`src/rtl/massbus_drive_responder.sv`:
```
// Drive-side Massbus responder: register file, GO decode and sector-buffer
// word transfers using the REQO/ACKI handshake with the RH11 master.
module massbus_drive_responder #(
  parameter logic [2:0]  UNIT      = 3'd0,
  parameter int          SECTWORDS = 128,
  parameter int          ACKDLY    = 2,
  parameter logic [15:0] DTYPE     = 16'o20022
) (
  input  logic        clk,
  input  logic        rst,
  input  logic        mbINIT,
  input  logic        mbREAD,
  input  logic        mbWRITE,
  input  logic [4:0]  mbREGSEL,
  input  logic [2:0]  mbUNIT,
  input  logic [4:0]  mbFUN,
  input  logic        mbGO,
  input  logic [35:0] mbDATAI,
  input  logic        mbWCZ,
  input  logic        mbACKI,
  output logic [35:0] mbDATAO,
  output logic        mbREQO,
  output logic        mbINCBA,
  output logic        mbINCWC,
  output logic        mbNPRO,
  output logic [15:0] mbREGDAT,
  output logic        mbREGACK,
  output logic        mbATA,
  output logic        mbDVA,
  output logic        mbDPR,
  output logic        mbDRY,
  output logic [7:0]  bufADDR,
  output logic [35:0] bufWDAT,
  output logic        bufWE,
  input  logic [35:0] bufRDAT
);

  typedef enum logic [2:0] {IDLE, RDFETCH, RDREQ, WRREQ, DONE} state_t;
  localparam logic [7:0] LASTIDX = 8'(SECTWORDS - 1);

  state_t      state, nextState;
  logic [4:0]  fun, funNext;
  logic [2:0]  er, erNext;
  logic        ata, ataNext;
  logic [15:0] da, daNext;
  logic [7:0]  idx;
  logic        reqo, fetched;
  logic        ackPend;
  logic [3:0]  ackCnt;
  logic        regWr;
  logic [4:0]  regSel;
  logic [15:0] regWdat, regRdat;
  logic        regBad, busy, unitHit, regStrobe, regFire, wrBusy;
  logic        goHit, startRd, startWr, ackXfer;

  assign busy      = (state == RDFETCH) || (state == RDREQ) || (state == WRREQ);
  assign mbDRY     = !busy;
  assign mbNPRO    = busy;
  assign mbDVA     = 1'b1;
  assign mbDPR     = 1'b1;
  assign mbATA     = ata;
  assign mbREQO    = reqo;
  assign unitHit   = (mbUNIT == UNIT);
  assign regStrobe = !ackPend && (mbREAD || mbWRITE) && unitHit;
  assign regFire   = ackPend && (ackCnt == 4'd1);
  assign wrBusy    = regFire && regWr && ((regSel == 5'd0) || (regSel == 5'd4)) && busy;
  assign goHit     = mbGO && unitHit;
  assign startRd   = goHit && !busy && (mbFUN == 5'o34);
  assign startWr   = goHit && !busy && (mbFUN == 5'o30);
  assign ackXfer   = reqo && mbACKI && ((state == RDREQ) || (state == WRREQ));
  assign bufADDR   = idx;
  assign bufWDAT   = mbDATAI;
  assign bufWE     = ackXfer && (state == WRREQ) && !mbINIT;

  always_comb begin
    regBad = 1'b0;
    case (regSel)
      5'd0:    regRdat = {8'b0, mbDRY, 1'b0, fun, 1'b0};
      5'd1:    regRdat = {ata, |er, 1'b0, 1'b1, 3'b0, 1'b1, mbDRY, 7'b0};
      5'd2:    regRdat = {13'b0, er};
      5'd3:    regRdat = {15'b0, ata} << UNIT;
      5'd4:    regRdat = da;
      5'd6:    regRdat = DTYPE;
      default: begin regRdat = 16'h0; regBad = 1'b1; end
    endcase
  end

  // Status register updates; later statements take priority within a clock.
  always_comb begin
    erNext  = er;
    ataNext = ata;
    daNext  = da;
    funNext = fun;
    if (regFire && regWr) begin
      case (regSel)
        5'd0:    if (!busy) funNext = regWdat[5:1];
        5'd2:    erNext = regWdat[2:0];
        5'd3:    if (regWdat[UNIT]) ataNext = 1'b0;
        5'd4:    if (!busy) daNext = regWdat;
        default: ;
      endcase
    end
    if (regFire && regBad) erNext[1] = 1'b1;
    if (wrBusy) erNext[2] = 1'b1;
    if (ackXfer && (idx == LASTIDX)) daNext[7:0] = da[7:0] + 8'd1;
    if (state == DONE) ataNext = 1'b1;
    if (goHit) begin
      if (busy) erNext[2] = 1'b1;
      else begin
        funNext = mbFUN;
        case (mbFUN)
          5'o00, 5'o30, 5'o34: ;
          5'o04:   begin erNext = 3'b0; ataNext = 1'b0; end
          default: begin erNext[0] = 1'b1; ataNext = 1'b1; end
        endcase
      end
    end
  end

  always_comb begin
    nextState = state;
    case (state)
      IDLE, DONE: begin
        if (startRd)            nextState = RDFETCH;
        else if (startWr)       nextState = WRREQ;
        else if (state == DONE) nextState = IDLE;
      end
      RDFETCH: begin
        if (!fetched && mbWCZ) nextState = DONE;
        else if (fetched)      nextState = RDREQ;
      end
      RDREQ:   if (ackXfer) nextState = mbWCZ ? DONE : RDFETCH;
      WRREQ:   if ((!reqo || ackXfer) && mbWCZ) nextState = DONE;
      default: nextState = IDLE;
    endcase
  end

  always_ff @(posedge clk or negedge rst) begin
    if (!rst) begin
      state <= IDLE;
      {fun, er, ata, da, idx, reqo, fetched, mbINCBA, mbINCWC} <= '0;
      {ackPend, ackCnt, mbREGACK, mbREGDAT, mbDATAO} <= '0;
    end else if (mbINIT) begin
      state <= IDLE;
      {fun, er, ata, da, idx, reqo, fetched, mbINCBA, mbINCWC} <= '0;
      {ackPend, ackCnt, mbREGACK, mbREGDAT, mbDATAO} <= '0;
    end else begin
      state   <= nextState;
      fun     <= funNext;
      er      <= erNext;
      ata     <= ataNext;
      da      <= daNext;
      mbINCBA <= ackXfer;
      mbINCWC <= ackXfer;
      // RDFETCH spends one clock presenting the address, then latches the RAM word.
      fetched <= (state == RDFETCH) && !fetched && !mbWCZ;
      if (ackXfer) reqo <= 1'b0;
      else if ((state == RDFETCH) && fetched) reqo <= 1'b1;
      else if ((state == WRREQ) && !reqo && !mbWCZ) reqo <= 1'b1;
      if ((state == RDFETCH) && fetched) mbDATAO <= bufRDAT;
      if (startRd || startWr) idx <= 8'd0;
      else if (ackXfer) idx <= (idx == LASTIDX) ? 8'd0 : idx + 8'd1;
      mbREGACK <= regFire;
      if (regFire) begin
        mbREGDAT <= regRdat;
        ackPend  <= 1'b0;
      end else if (ackPend) begin
        ackCnt <= ackCnt - 4'd1;
      end else if (regStrobe) begin
        ackPend <= 1'b1;
        ackCnt  <= 4'(ACKDLY);
      end
    end
  end

  always_ff @(posedge clk) begin
    if (regStrobe) begin
      regWr   <= mbWRITE;
      regSel  <= mbREGSEL;
      regWdat <= mbDATAI[15:0];
    end
  end

endmodule

```
`config.mk`:
```
export PLATFORM = sky130hd
export DESIGN_NAME = massbus_drive_responder
export DESIGN_NICKNAME = d
export VERILOG_FILES = /design/src/rtl/massbus_drive_responder.sv
export SDC_FILE = /design/constraint.sdc
export NUM_CORES = 1
export LEC_CHECK = 0
export ABC_AREA = 1
export CAP_MARGIN = 25
export CORE_MARGIN = 2
export CORE_UTILIZATION = 40
export CTS_CLUSTER_SIZE = 14
export DETAILED_ROUTE_END_ITERATION = 10
export GPL_TIMING_DRIVEN = 0
export PLACE_DENSITY = 0.72
export SYNTH_ARGS = -nofsm -noshare
export SYNTH_HDL_FRONTEND = slang
export SYNTH_SLANG_ARGS = --single-unit
```
`constraint.sdc`:
```
create_clock -name clk -period 1.7 [get_ports clk]
set_input_delay 0.34 -clock clk [delete_from_list [all_inputs] [get_ports clk]]
set_output_delay 0.34 -clock clk [all_outputs]
set_load 0.02 [all_outputs]
```
# [Yosys cells after proc, flatten, opt, wreduce, memory -nomap -nowiden]
# Index checks and enable logic that the tools add are counted.
[op_classes] add_sub_neg=3 eq_ne=21 mux=64 reduce_logical=57
[ops] cell="16-bit two-way mux" n=6
[ops] cell="16-bit one-hot mux with 6 select lines" n=1
[ops] cell="36-bit two-way mux" n=2
[ops] cell="8-bit two-way mux" n=5
[ops] cell="3-bit two-way mux" n=13
[ops] cell="5-bit two-way mux" n=6
[ops] cell="1-bit logical AND" n=23
[ops] cell="1-bit two-way mux" n=22
[ops] cell="8-bit by 1-bit adder with 8-bit output, second input constant" n=2
[ops] cell="4-bit two-way mux" n=4
[ops] cell="5-bit by 3-bit equality test with 1-bit output, second input constant" n=3
[ops] cell="3-bit one-hot mux with 4 select lines" n=1
[ops] cell="3-bit nonzero test" n=4
[ops] cell="5-bit by 2-bit equality test with 1-bit output, second input constant" n=2
[ops] cell="5-bit equality test, second input constant" n=2
[ops] cell="5-bit zero test" n=2
[ops] cell="8-bit by 7-bit equality test with 1-bit output, second input constant" n=1
[ops] cell="2-bit nonzero test" n=4
[ops] cell="1-bit logical OR" n=7
[ops] cell="3-bit by 2-bit equality test with 1-bit output, second input constant" n=2
[ops] cell="1-bit zero test" n=6
[ops] cell="3-bit zero test" n=2
[ops] cell="3-bit != test, second input constant" n=2
[ops] cell="3-bit AND reduction" n=2
[ops] cell="other kinds (17)" n=21
[word_totals] reg_bits=119 output_inout_bits=106

# [Longest topological paths before layout]
[depth] depth_word=10 mapped_depth=11

# [Worst setup path after synthesis]
# OpenSTA, ideal clock, no wires.
[synth_path] path_kind="reg2out" start="register reqo, in the netlist mbREQO" end="output bufWE" arrival_ns=1.313 path_slack_ns=0.047 path_stages_with_launch=5 path_buffers=0 path_cell_list="dfrtp_1 > nand2_1 > nor2_4 > inv_2 > nor3_1"
[synth_between] elab_chain_cells=4
[synth_rtl] element="start: declaration" line_no="47" rtl="logic reqo, fetched;"
[synth_rtl] element="start signal: assignment" line_no="141" rtl="{fun, er, ata, da, idx, reqo, fetched, mbINCBA, mbINCWC} <= '0;"
[synth_rtl] element="start signal: assignment" line_no="145" rtl="{fun, er, ata, da, idx, reqo, fetched, mbINCBA, mbINCWC} <= '0;"
[synth_rtl] element="start signal: assignment" line_no="157" rtl="if (ackXfer) reqo <= 1'b0;"
[synth_rtl] element="1-bit logical AND (2 in a row)" line_no="70" rtl="assign ackXfer = reqo && mbACKI && ((state == RDREQ) || (state == WRREQ));"
[synth_rtl] element="1-bit logical AND (2 in a row)" line_no="73" rtl="assign bufWE = ackXfer && (state == WRREQ) && !mbINIT;"
[synth_rtl] element="end: declaration" line_no="34" rtl="output logic bufWE,"
# No other way between the ends.

# [Final worst setup path]
[layout_path] start="register state[2]" end="output bufWE"
[layout_between] elab_chain_cells=5 elab_cells_between_ends=6 classes_between="eq/ne (2); reduce/logical (4)"
[layout_rtl] element="start: declaration" line_no="41" rtl="state_t state, nextState;"
[layout_rtl] element="start signal: assignment" line_no="148" rtl="state <= nextState;"
[layout_rtl] element="3-bit by 2-bit equality test with 1-bit output, on equally long branches" line_no="70, 73"
[layout_rtl] element="1-bit logical OR" line_no="70"
[layout_rtl] element="1-bit logical AND" line_no="70"
[layout_rtl] element="1-bit logical AND * (2 in a row)" line_no="73"
# Mark *: on every way between the ends. The rest lies on a longest branch, timed or not.

==> impl_metrics.tcl <==
set metrics [dict create \
    status "finished, violations left" \
    violations "setup timing" \
    path_max_fanout 5 \
    cp-end-kind "output pin" \
    worst_ir_drop_vdd_uv 662 \
    pwr-share-comb_pct 8.5 \
    synthTopCellsByCount "160 x nand2_1, 107 x inv_1, 97 x dfrtp_1" \
    routabilityCongestion 0.873 \
    synthCells 710 \
    slew_headroom_pct 58.0 \
    power_switching_uw 1600 \
    portBuffers 176 \
    clk_pin_slew_worst_paths_ns 0.05 \
    hold_viol 0 \
    setup_viol 5 \
    layout.nets 1035 \
    worst-endpoint-arrival_ns 1.52 \
    sequentialPowerShare_pct 39.7 \
    synthToLayoutAreaGrowth_pct 50.0 \
    drtPass1Iterations 6 \
    clock_latency_ns 0.42 \
    synth_area_leaders "dfrtp_1 41%, edfxtp_1 11%, nand2_1 10%, inv_1 6.8%, nand3_1 6.3%" \
    synth_compound_area_share_pct 9.67 \
    syn_area_sq_mm 0.00593 \
    cts_max_level 4 \
    antenna_found_initial 0 \
    met3_usage_pct 4.80 \
    routed_wirelength_um 16300 \
    viasPerCell 4.84 \
    vias 5498 \
    dp_slack_ns -0.902 \
    drtAntennaViolNets 0 \
    wl_per_cell_um 14.3 \
    worstReg2RegStart "bufADDR[1]" \
    yosys.area_share.simple_pct 23.0 \
    final.period_utilization_pct 109 \
    power.internal_uw 5870 \
    clk_path_buf_depth 2 \
    synth-adder-area-share_pct 0.845 \
    io_pins 199 \
    grt_max_degree 53 \
    instances_no_fill 1135 \
    worstMarginPinSlew_ns 0.629 \
    root_buffer "clkbuf_16" \
    grt_use_met1_pct 27.4 \
    drc 0 \
    core_region_area_sq_mm 0.0145 \
    setup_slack_ns -0.159 \
    synth_edf_count 22 \
    synth_xor_area_share_pct 0.739 \
    ys_seq_elements 119 \
    yosysSeqAreaShare_pct 52.1 \
    swShare_pct 21.4 \
    fmax_mhz 538 \
    grtUsageTotal_pct 20.7 \
    start_kind "register" \
    hp-start "mbREGDAT[5]" \
    power.total_uw 7470 \
    cap_violations 0 \
    skew_ns 0.00594 \
    synthMuxAreaShare_pct 0 \
    synth_most_common_cell "nand2_1" \
    rsz0062_at_grt "yes" \
    slew_viol_final 0 \
    top_usage_layer "met2" \
    initial_core_util_pct 40.9 \
    crit_type "register to output pin" \
    synth_ff_type "dfrtp_1" \
    dp.cells 1072 \
    cts_tree "yes" \
    synth_top_area_share_pct 41.0 \
    yosysTopAreaCell "dfrtp_1" \
    grt_pass1_vias 5155 \
    grt_pass1_wl_um 25700 \
    fp.dieArea_sq_mm 0.0158 \
    crit_required_ns 1.36 \
    drive_gt1_share_pct 17.9 \
    drtIter0Drc 363 \
    finalCriticalPeriod_ns 1.86 \
    hpwlAfterDp_um 11700 \
    fp.dieH_um 126 \
    rows 44 \
    antenna_cells 0 \
    die_w_um 126 \
    ys_warn_count 0 \
    met2_usage_pct 31.9 \
    powerDensity_mw_per_mm2 841 \
    synth_top_family_by_area "simple AND/OR/NAND/NOR gates" \
    setup_tns_ns -0.243 \
    p_leak_uw 0.00438 \
    min_path_type "register to register" \
    synth_area_per_cell_sq_um 8.35 \
    startpoint "state[2]" \
    cts_buffers 17 \
    netlist-cell-type-count 36 \
    p_clk_share_pct 51.8 \
    grt_overflow 0 \
    async_reset_ff_share_pct 81.5 \
    clock_sinks 119 \
]
## power by group through the flow
| stage | registers, uW | logic, uW | clock network, uW |
|---|---|---|---|
| 6_report | 2970 | 638 | 3870 |
| 5_1_grt | 2970 | 696 | 4060 |
| 4_1_cts | 2960 | 629 | 3930 |
| 3_5_place_dp | 3010 | 637 | 0 |
| 3_3_place_gp | 3010 | 624 | 0 |
| 2_1_floorplan | 3010 | 267 | 0 |
## worst max-delay path, stage by stage (launching register included)
cell,delay (ns)
dfrtp_2,0.45
inv_2,0.10
nand2_2,0.08
nor2_4,0.12
inv_4,0.07
nor3_4,0.12
buf_6,0.14
## metal layers
metal / up-vias / share of wire, %
met3: 50 / 6.0
li1: 2694 / -
met4: 0 / 3.8
met5: - / 0
met2: 195 / 45
met1: 2559 / 45
## cells by family (layout without fill, tap and decap cells)
| group | count (synthesis) | count (layout) |
|---|---|---|
| AO/OA/AOI/OAI | 104 | 104 |
| XOR/XNOR | 5 | 5 |
| adder cells (fa/ha/maj) | 4 | 4 |
| buffers and inverters | 171 | 411 |
| flip-flops | 119 | 119 |
| other | 1 | 2 |
| AND/OR/NAND/NOR | 306 | 306 |
## final cells by class
type                            count  area [sq um]
Multi-Input combinational cell    421          2170
Sequential cell                   119          3090
Clock inverter                      8           143
Clock buffer                       24           492
Timing Repair Buffer              208          1920
Fill cell                        1298          5590
Inverter                          116           452
Tap cell                          184           230
Buffer                             55           382
## worst paths after layout
path	end	slack (ns)	depth (start not counted)
worst max-delay path	bufWE	-0.16	6
worst min-delay path	mbREGDAT[5]	0.47	2
worst max register to register	da[7]	-0.03	11
worst min register to register	mbREGDAT[5]	0.47	2
max in group asynchronous	fun[4]	0.54	3
min in group asynchronous	mbDATAO[27]	0.49	2
## placed cells by master (no fill, tap or decap), types with 10 or more instances in the layout
cell | Yosys | layout
o21ai_1 | 18 | 14
inv_1 | 107 | 105
buf_4 | 41 | 70
clkdlybuf4s50_1 | 0 | 90
a21oi_1 | 12 | 12
nor2_1 | 37 | 35
clkbuf_16 | 0 | 17
dlygate4sd2_1 | 0 | 80
nand2_1 | 160 | 153
dfrtp_1 | 97 | 94
o21ai_0 | 57 | 57
edfxtp_1 | 22 | 22
nand3_1 | 75 | 73
nor2_4 | 5 | 10
## flip-flops by register name, summed over array words and instances (netlist names), 3 cells and up
register,flops
regWdat,16
bufADDR,8
da,16
ackCnt,4
er,3
fun,5
state,3
mbDATAO,36
mbREGDAT,16
regSel,5
## through the flow
| stage | area [sq um] | hold slack (ns) | util (%) |
|---|---|---|---|
| finish | 8890 | 0.473 | 61.4 |
| global route | 8890 | 0.457 | 61.4 |
| CTS | 8590 | 0.455 | 59.3 |
| detailed placement | 7950 | 0.403 | 54.9 |
| global placement | 7920 | 0.466 | 54.7 |
| floorplan | 5930 | 0.0444 | - |
## timing repair
item,CTS,global route
resized for setup,112,40
endpoints found under the setup margin,161,76
gates cloned,0,0
hold endpoints to repair,45,0
buffers inserted,8,22
hold buffers,1,0
pin swaps,7,15
Note: power is estimated with default switching activity, not from simulation.
